==> config.mk <==
export PLATFORM = sky130hd
export DESIGN_NAME = uart_alu_if
export DESIGN_NICKNAME = d
export VERILOG_FILES = /design/src/rtl/uart_if_pkg.sv /design/src/rtl/uart_if_timeout.sv /design/src/rtl/uart_alu_if.sv
export SDC_FILE = /design/constraint.sdc
export NUM_CORES = 1
export LEC_CHECK = 0
export CORE_MARGIN = 2
export CORE_UTILIZATION = 48
export CTS_CLUSTER_DIAMETER = 30
export DETAILED_ROUTE_END_ITERATION = 10
export GPL_ROUTABILITY_DRIVEN = 0
export PLACE_DENSITY = 0.83
export SYNTH_ARGS = -nofsm -noshare
export SYNTH_HDL_FRONTEND = slang
export SYNTH_SLANG_ARGS = --single-unit
==> constraint.sdc <==
create_clock -name i_clock -period 4.91 [get_ports i_clock]
set_clock_uncertainty 0.15 [all_clocks]
set_input_delay 0.982 -clock i_clock [delete_from_list [all_inputs] [get_ports i_clock]]
set_output_delay 0.982 -clock i_clock [all_outputs]
set_load 0.03 [all_outputs]
==> src/rtl/uart_if_pkg.sv <==
// -----------------------------------------------------------------------------
// uart_if_pkg
// Shared definitions for the UART-to-ALU bridge:
//   - default byte / opcode widths
//   - one-hot FSM state encoding
//   - small helper to classify states that drop incoming bytes
// Optional feature macro used by the bridge: UART_IF_TIMEOUT_EN
// -----------------------------------------------------------------------------
package uart_if_pkg;

  localparam int DATA_WIDTH_DEF = 8;
  localparam int OP_WIDTH_DEF   = 6;

  // One-hot state encoding; any other pattern is treated as illegal.
  typedef enum logic [5:0] {
    ST_WAIT_A   = 6'b000001,
    ST_WAIT_B   = 6'b000010,
    ST_WAIT_OP  = 6'b000100,
    ST_COMPUTE  = 6'b001000,
    ST_SEND     = 6'b010000,
    ST_WAIT_TX  = 6'b100000
  } state_e;

  // States in which a freshly received byte cannot be accepted.
  function automatic logic state_drops_bytes(input state_e s);
    logic drop;
    case (s)
      ST_COMPUTE: drop = 1'b1;
      ST_SEND:    drop = 1'b1;
      ST_WAIT_TX: drop = 1'b1;
      default:    drop = 1'b0;
    endcase
    return drop;
  endfunction

  // States in which the inter-byte timeout runs.
  function automatic logic state_mid_frame(input state_e s);
    logic mid;
    case (s)
      ST_WAIT_B:  mid = 1'b1;
      ST_WAIT_OP: mid = 1'b1;
      default:    mid = 1'b0;
    endcase
    return mid;
  endfunction

endpackage : uart_if_pkg

==> src/rtl/uart_if_timeout.sv <==
// -----------------------------------------------------------------------------
// uart_if_timeout
// Inter-byte timeout counter. Counts enabled cycles and flags expiry when the
// count reaches CYCLES-1; the count saturates there until cleared.
// Ports:
//   i_clock   - clock, rising edge
//   i_reset   - asynchronous active-low reset
//   i_clear   - synchronous clear of the count (has priority over enable)
//   i_enable  - count this cycle
//   o_expired - count has reached CYCLES-1 while enabled
// -----------------------------------------------------------------------------
module uart_if_timeout
  import uart_if_pkg::*;
#(
  parameter int CYCLES = 65535
) (
  input  logic i_clock,
  input  logic i_reset,
  input  logic i_clear,
  input  logic i_enable,
  output logic o_expired
);

  localparam int CW = (CYCLES > 2) ? $clog2(CYCLES) : 1;
  localparam logic [CW-1:0] LAST = CW'(CYCLES - 1);
  localparam logic [CW-1:0] ONE  = CW'(1);

  logic [CW-1:0] count_q;
  logic [CW-1:0] count_d;

  // Next count: clear wins, otherwise increment up to the saturation point.
  always_comb begin
    count_d = count_q;
    if (i_clear) begin
      count_d = '0;
    end else if (i_enable && (count_q != LAST)) begin
      count_d = count_q + ONE;
    end else begin
      count_d = count_q;
    end
  end

  // Count register.
  always_ff @(posedge i_clock or negedge i_reset) begin
    if (!i_reset) begin
      count_q <= '0;
    end else begin
      count_q <= count_d;
    end
  end

  assign o_expired = i_enable && (count_q == LAST);

endmodule : uart_if_timeout

==> src/rtl/uart_alu_if.sv <==
// -----------------------------------------------------------------------------
// uart_alu_if
// Collects three UART bytes (operand A, operand B, opcode), presents them to
// an external combinational ALU, then hands the result byte to the UART
// transmitter and waits for it to be sent.
// Ports:
//   i_clock       - single clock, rising edge
//   i_reset       - asynchronous active-low reset
//   i_rx_done     - receiver byte-complete strobe (edge-detected)
//   i_rx_data     - received byte, valid while i_rx_done is high
//   i_alu_result  - combinational ALU result
//   i_tx_done     - transmitter byte-sent strobe
//   o_alu_a/b     - registered operands
//   o_alu_op      - registered opcode (low OP_WIDTH bits of the opcode byte)
//   o_tx_start    - one-cycle transmit request
//   o_tx_data     - registered result byte
//   o_busy        - high whenever the FSM is not in WAIT_A
//   o_overrun     - sticky: a byte arrived while a result was being handled
// Optional feature: define UART_IF_TIMEOUT_EN to abandon a partial frame
// after TIMEOUT_CYCLES idle cycles in WAIT_B / WAIT_OP.
// -----------------------------------------------------------------------------
module uart_alu_if
  import uart_if_pkg::*;
#(
  parameter int DATA_WIDTH     = DATA_WIDTH_DEF,
  parameter int OP_WIDTH       = OP_WIDTH_DEF,
  parameter int TIMEOUT_CYCLES = 65535
) (
  input  logic                  i_clock,
  input  logic                  i_reset,
  input  logic                  i_rx_done,
  input  logic [DATA_WIDTH-1:0] i_rx_data,
  input  logic [DATA_WIDTH-1:0] i_alu_result,
  input  logic                  i_tx_done,
  output logic [DATA_WIDTH-1:0] o_alu_a,
  output logic [DATA_WIDTH-1:0] o_alu_b,
  output logic [OP_WIDTH-1:0]   o_alu_op,
  output logic                  o_tx_start,
  output logic [DATA_WIDTH-1:0] o_tx_data,
  output logic                  o_busy,
  output logic                  o_overrun
);

  state_e                state_q,   state_d;
  logic                  rx_prev_q;
  logic [DATA_WIDTH-1:0] alu_a_q,   alu_a_d;
  logic [DATA_WIDTH-1:0] alu_b_q,   alu_b_d;
  logic [OP_WIDTH-1:0]   alu_op_q,  alu_op_d;
  logic                  tx_start_q, tx_start_d;
  logic [DATA_WIDTH-1:0] tx_data_q, tx_data_d;
  logic                  busy_q,    busy_d;
  logic                  overrun_q, overrun_d;

  logic byte_evt_s;
  logic drop_s;
  logic timeout_expired_s;

  // A strobe held high for several cycles still counts as one byte.
  assign byte_evt_s = i_rx_done && !rx_prev_q;
  assign drop_s     = byte_evt_s && state_drops_bytes(state_q);

`ifdef UART_IF_TIMEOUT_EN
  logic to_enable_s;
  logic to_clear_s;

  // Count only mid-frame; any byte restarts the idle interval.
  assign to_enable_s = state_mid_frame(state_q);
  assign to_clear_s  = byte_evt_s || !to_enable_s;

  uart_if_timeout #(
    .CYCLES (TIMEOUT_CYCLES)
  ) u_timeout (
    .i_clock   (i_clock),
    .i_reset   (i_reset),
    .i_clear   (to_clear_s),
    .i_enable  (to_enable_s),
    .o_expired (timeout_expired_s)
  );
`else
  assign timeout_expired_s = 1'b0;
`endif

  // Next-state and next-output logic for the frame FSM.
  always_comb begin
    state_d    = state_q;
    alu_a_d    = alu_a_q;
    alu_b_d    = alu_b_q;
    alu_op_d   = alu_op_q;
    tx_data_d  = tx_data_q;
    tx_start_d = 1'b0;
    overrun_d  = overrun_q || drop_s;

    case (state_q)
      ST_WAIT_A: begin
        if (byte_evt_s) begin
          alu_a_d = i_rx_data;
          state_d = ST_WAIT_B;
        end else begin
          state_d = ST_WAIT_A;
        end
      end
      ST_WAIT_B: begin
        if (byte_evt_s) begin
          alu_b_d = i_rx_data;
          state_d = ST_WAIT_OP;
        end else if (timeout_expired_s) begin
          state_d = ST_WAIT_A;
        end else begin
          state_d = ST_WAIT_B;
        end
      end
      ST_WAIT_OP: begin
        if (byte_evt_s) begin
          // Upper opcode-byte bits are deliberately discarded.
          alu_op_d = i_rx_data[OP_WIDTH-1:0];
          state_d  = ST_COMPUTE;
        end else if (timeout_expired_s) begin
          state_d = ST_WAIT_A;
        end else begin
          state_d = ST_WAIT_OP;
        end
      end
      ST_COMPUTE: begin
        // Operands have been stable for a full cycle; the ALU has settled.
        // Raising tx_start here makes it a registered pulse during SEND.
        tx_data_d  = i_alu_result;
        tx_start_d = 1'b1;
        state_d    = ST_SEND;
      end
      ST_SEND: begin
        state_d = ST_WAIT_TX;
      end
      ST_WAIT_TX: begin
        if (i_tx_done) begin
          state_d = ST_WAIT_A;
        end else begin
          state_d = ST_WAIT_TX;
        end
      end
      default: begin
        // Illegal (non one-hot) encoding recovers to idle.
        state_d = ST_WAIT_A;
      end
    endcase

    busy_d = (state_d != ST_WAIT_A);
  end

  // State, edge-detect and output registers.
  always_ff @(posedge i_clock or negedge i_reset) begin
    if (!i_reset) begin
      state_q    <= ST_WAIT_A;
      rx_prev_q  <= 1'b0;
      alu_a_q    <= '0;
      alu_b_q    <= '0;
      alu_op_q   <= '0;
      tx_start_q <= 1'b0;
      tx_data_q  <= '0;
      busy_q     <= 1'b0;
      overrun_q  <= 1'b0;
    end else begin
      state_q    <= state_d;
      rx_prev_q  <= i_rx_done;
      alu_a_q    <= alu_a_d;
      alu_b_q    <= alu_b_d;
      alu_op_q   <= alu_op_d;
      tx_start_q <= tx_start_d;
      tx_data_q  <= tx_data_d;
      busy_q     <= busy_d;
      overrun_q  <= overrun_d;
    end
  end

  assign o_alu_a    = alu_a_q;
  assign o_alu_b    = alu_b_q;
  assign o_alu_op   = alu_op_q;
  assign o_tx_start = tx_start_q;
  assign o_tx_data  = tx_data_q;
  assign o_busy     = busy_q;
  assign o_overrun  = overrun_q;

endmodule : uart_alu_if

==> qor.yml <==
outcome:
  outcome: "completed"
synthesis:
  netlist_instances: 110
  synth_warnings: 0
  ys_ff_latch: 40
  ys_seq_area_frac: 0.616
  syn_avg_cell_area_um2: 14.8
  syn_area_um2: 1630
  synth_nets: 130
  synth_cell_type_count: 27
  ys_async_sr_fraction: 1.00
  synthFlopType: "dfrtp_1"
  synth-edff-count: 0
timing:
  postLayoutSetupSlackWorst_ps: 2360
  rsz0062_at_grt: "false"
  slew_viol_final: 0
  worstMarginPinSlew_ps: 858
  post-route-period-util: 0.520
  max_freq_ghz: 0.392
  final_period_minus_worst_setup_slack_ps: 2550
  tns_ps: 0
  final-setup-viol-count: 0
  maxSlewHeadroom: 0.428
  hold_viol_final: 0
power:
  p_total_uw: 836
  ir_drop_uv: 243
  leakage_nw: 1.04
  power_density_nw_per_um2: 371
placement:
  pre_cts_ws_ps: 2130
  dp_hpwl_um: 2200
  port_buffers: 52
  placed_area_um2: 2170
detailed_routing:
  first_pass_iters: 4
  routed_via_density: 5.00
  totalWireLength_um: 3080
  first_iter_violations: 26
  postRouteAntennaNets: 0
  num_vias: 1066
  post_drt_wl_per_cell_um: 14.5
  drc: 0
global_routing:
  grt_util_all_layers: 0.181
  antenna_found_initial: 0
  overflow: 0
  grt_max_degree: 41
  grt_pass1_vias: 1141
  grt_pass1_wl_um: 5420
floorplanning:
  start_util: 0.496
  die_h_um: 62.2
  io_pins: 53
  fp-row-count: 21
  core_um2: 3280
  die_x_um: 62.2
  die_area_um2: 3870
cts:
  cts_setup_buffers: 0
  cts_resized: 0
  clock_latency_ps: 350
  cts_hold_buf: 0
  clock_sinks: 40
  clockBufferDepth: 2
  htreeDepth: 2
  cts_made_buffers: 5
  clk_pin_slew_worst_paths_ps: 130
  cts_root_buffer: "clkbuf_4"
  cts_tree: "yes"
worst_setup_path:
  cp_num_buf_inv: 1
  cp.arrival_ps: 1420
  crit_family: "buffers and inverters"
  path_cells: "clkdlybuf4s50_1"
  crit_slowest_cell: "clkdlybuf4s50_1"
  path_class: "reg -> out"
  critPathLaunchType: "register"
  crit_fanout: 2
  worst_path_largest_cell_delay_ps: 690
  end_kind: "output port"
  cp_data_required_time_ps: 3780
final_layout:
  final_common_cell: "clkdlybuf4s50_1"
  diodes: 0
  syn2layout_area_growth_pct: 38.4
  final_cell_area_um2: 2250
  fin_nets: 186
  most-common-layout-cells: "clkdlybuf4s50_1 (51), dfrtp_1 (39), mux2_2 (24)"
  drive_gt1_frac: 0.269
job:
  max_cap_violations: 0
worst_hold_path:
  hold_class: "reg -> reg"
## report_power, final
group          total (mW)  leakage (nW)  switching (mW)  internal, mW
clock network       0.214        0.0412           0.108         0.106
registers           0.392         0.521          0.0222         0.370
logic               0.229         0.481           0.120         0.110
total               0.836          1.04           0.250         0.586
## cell usage after synthesis, types with 2 or more instances
master | count | area [µm²]
xor2_1 | 2 | 17.5
nand2_1 | 2 | 7.51
and3_2 | 2 | 15.0
nor2_1 | 4 | 15.0
a21oi_1 | 3 | 15.0
nand2b_1 | 3 | 18.8
nor3_1 | 3 | 15.0
inv_1 | 2 | 7.51
buf_6 | 2 | 22.5
dfrtp_1 | 39 | 976
mux2_2 | 24 | 270
nor2b_1 | 2 | 12.5
o21ai_0 | 3 | 15.0
mux2_4 | 6 | 90.1
## through the flow
step	hold WS, ps	util	instances
floorplan	384	-	110
global placement	300	0.662	205
detailed placement	301	0.662	205
CTS	336	0.686	213
global route	371	0.686	213
finish	327	0.686	213
## per-layer routing
layer | GRT usage | part of all wire | wire [µm]
met1 | 0.213 | 0.43 | 1330
met4 | 0.0750 | 0.019 | 59
met3 | 0.0725 | 0.079 | 243
met5 | 0 | 0 | 0
met2 | 0.298 | 0.47 | 1450
## flip-flops by register name, indices dropped and copies added, names as in the netlist
name and cells:
o_alu_a 8, o_alu_op 6, o_overrun 1, o_tx_data 8
o_alu_b 8, o_busy 1, state_q 6, rx_prev_q 1
o_tx_start 1
## cell families (layout without fill, tap and decap cells)
kind of cell              after synthesis  in the layout  synth area share
buffers and inverters                   5             62            0.0215
and+or+nand+nor                        23             23            0.0930
muxes                                  30             30             0.221
AOI/OAI and AO/OA                      10             10            0.0377
xor gates and xnor gates                2              2            0.0108
DFF                                    40             40             0.616
## worst paths after layout
path / start / end / slack [ps] / cells after the start
setup / recovery: o_alu_op[5] / o_alu_op[5] / 2360 / 1
hold / removal: o_overrun / o_overrun / 330 / 1
setup reg to reg: state_q[4] / o_alu_op[1] / 3030 / 4
hold reg to reg: o_overrun / o_overrun / 330 / 1
max in group asynchronous: i_reset / state_q[1] / 3490 / 1
min in group asynchronous: i_reset / o_overrun / 570 / 1
## cell type report
type / instances / area [µm²]
Clock buffer: 5 / 37.5
Clock inverter: 3 / 42.5
Fill cell: 244 / 1030
Inverter: 2 / 7.51
Multi-Input combinational cell: 65 / 591
Sequential cell: 40 / 1000
Tap cell: 46 / 57.6
Timing Repair Buffer: 52 / 515
(Power assumes the default switching activity.)
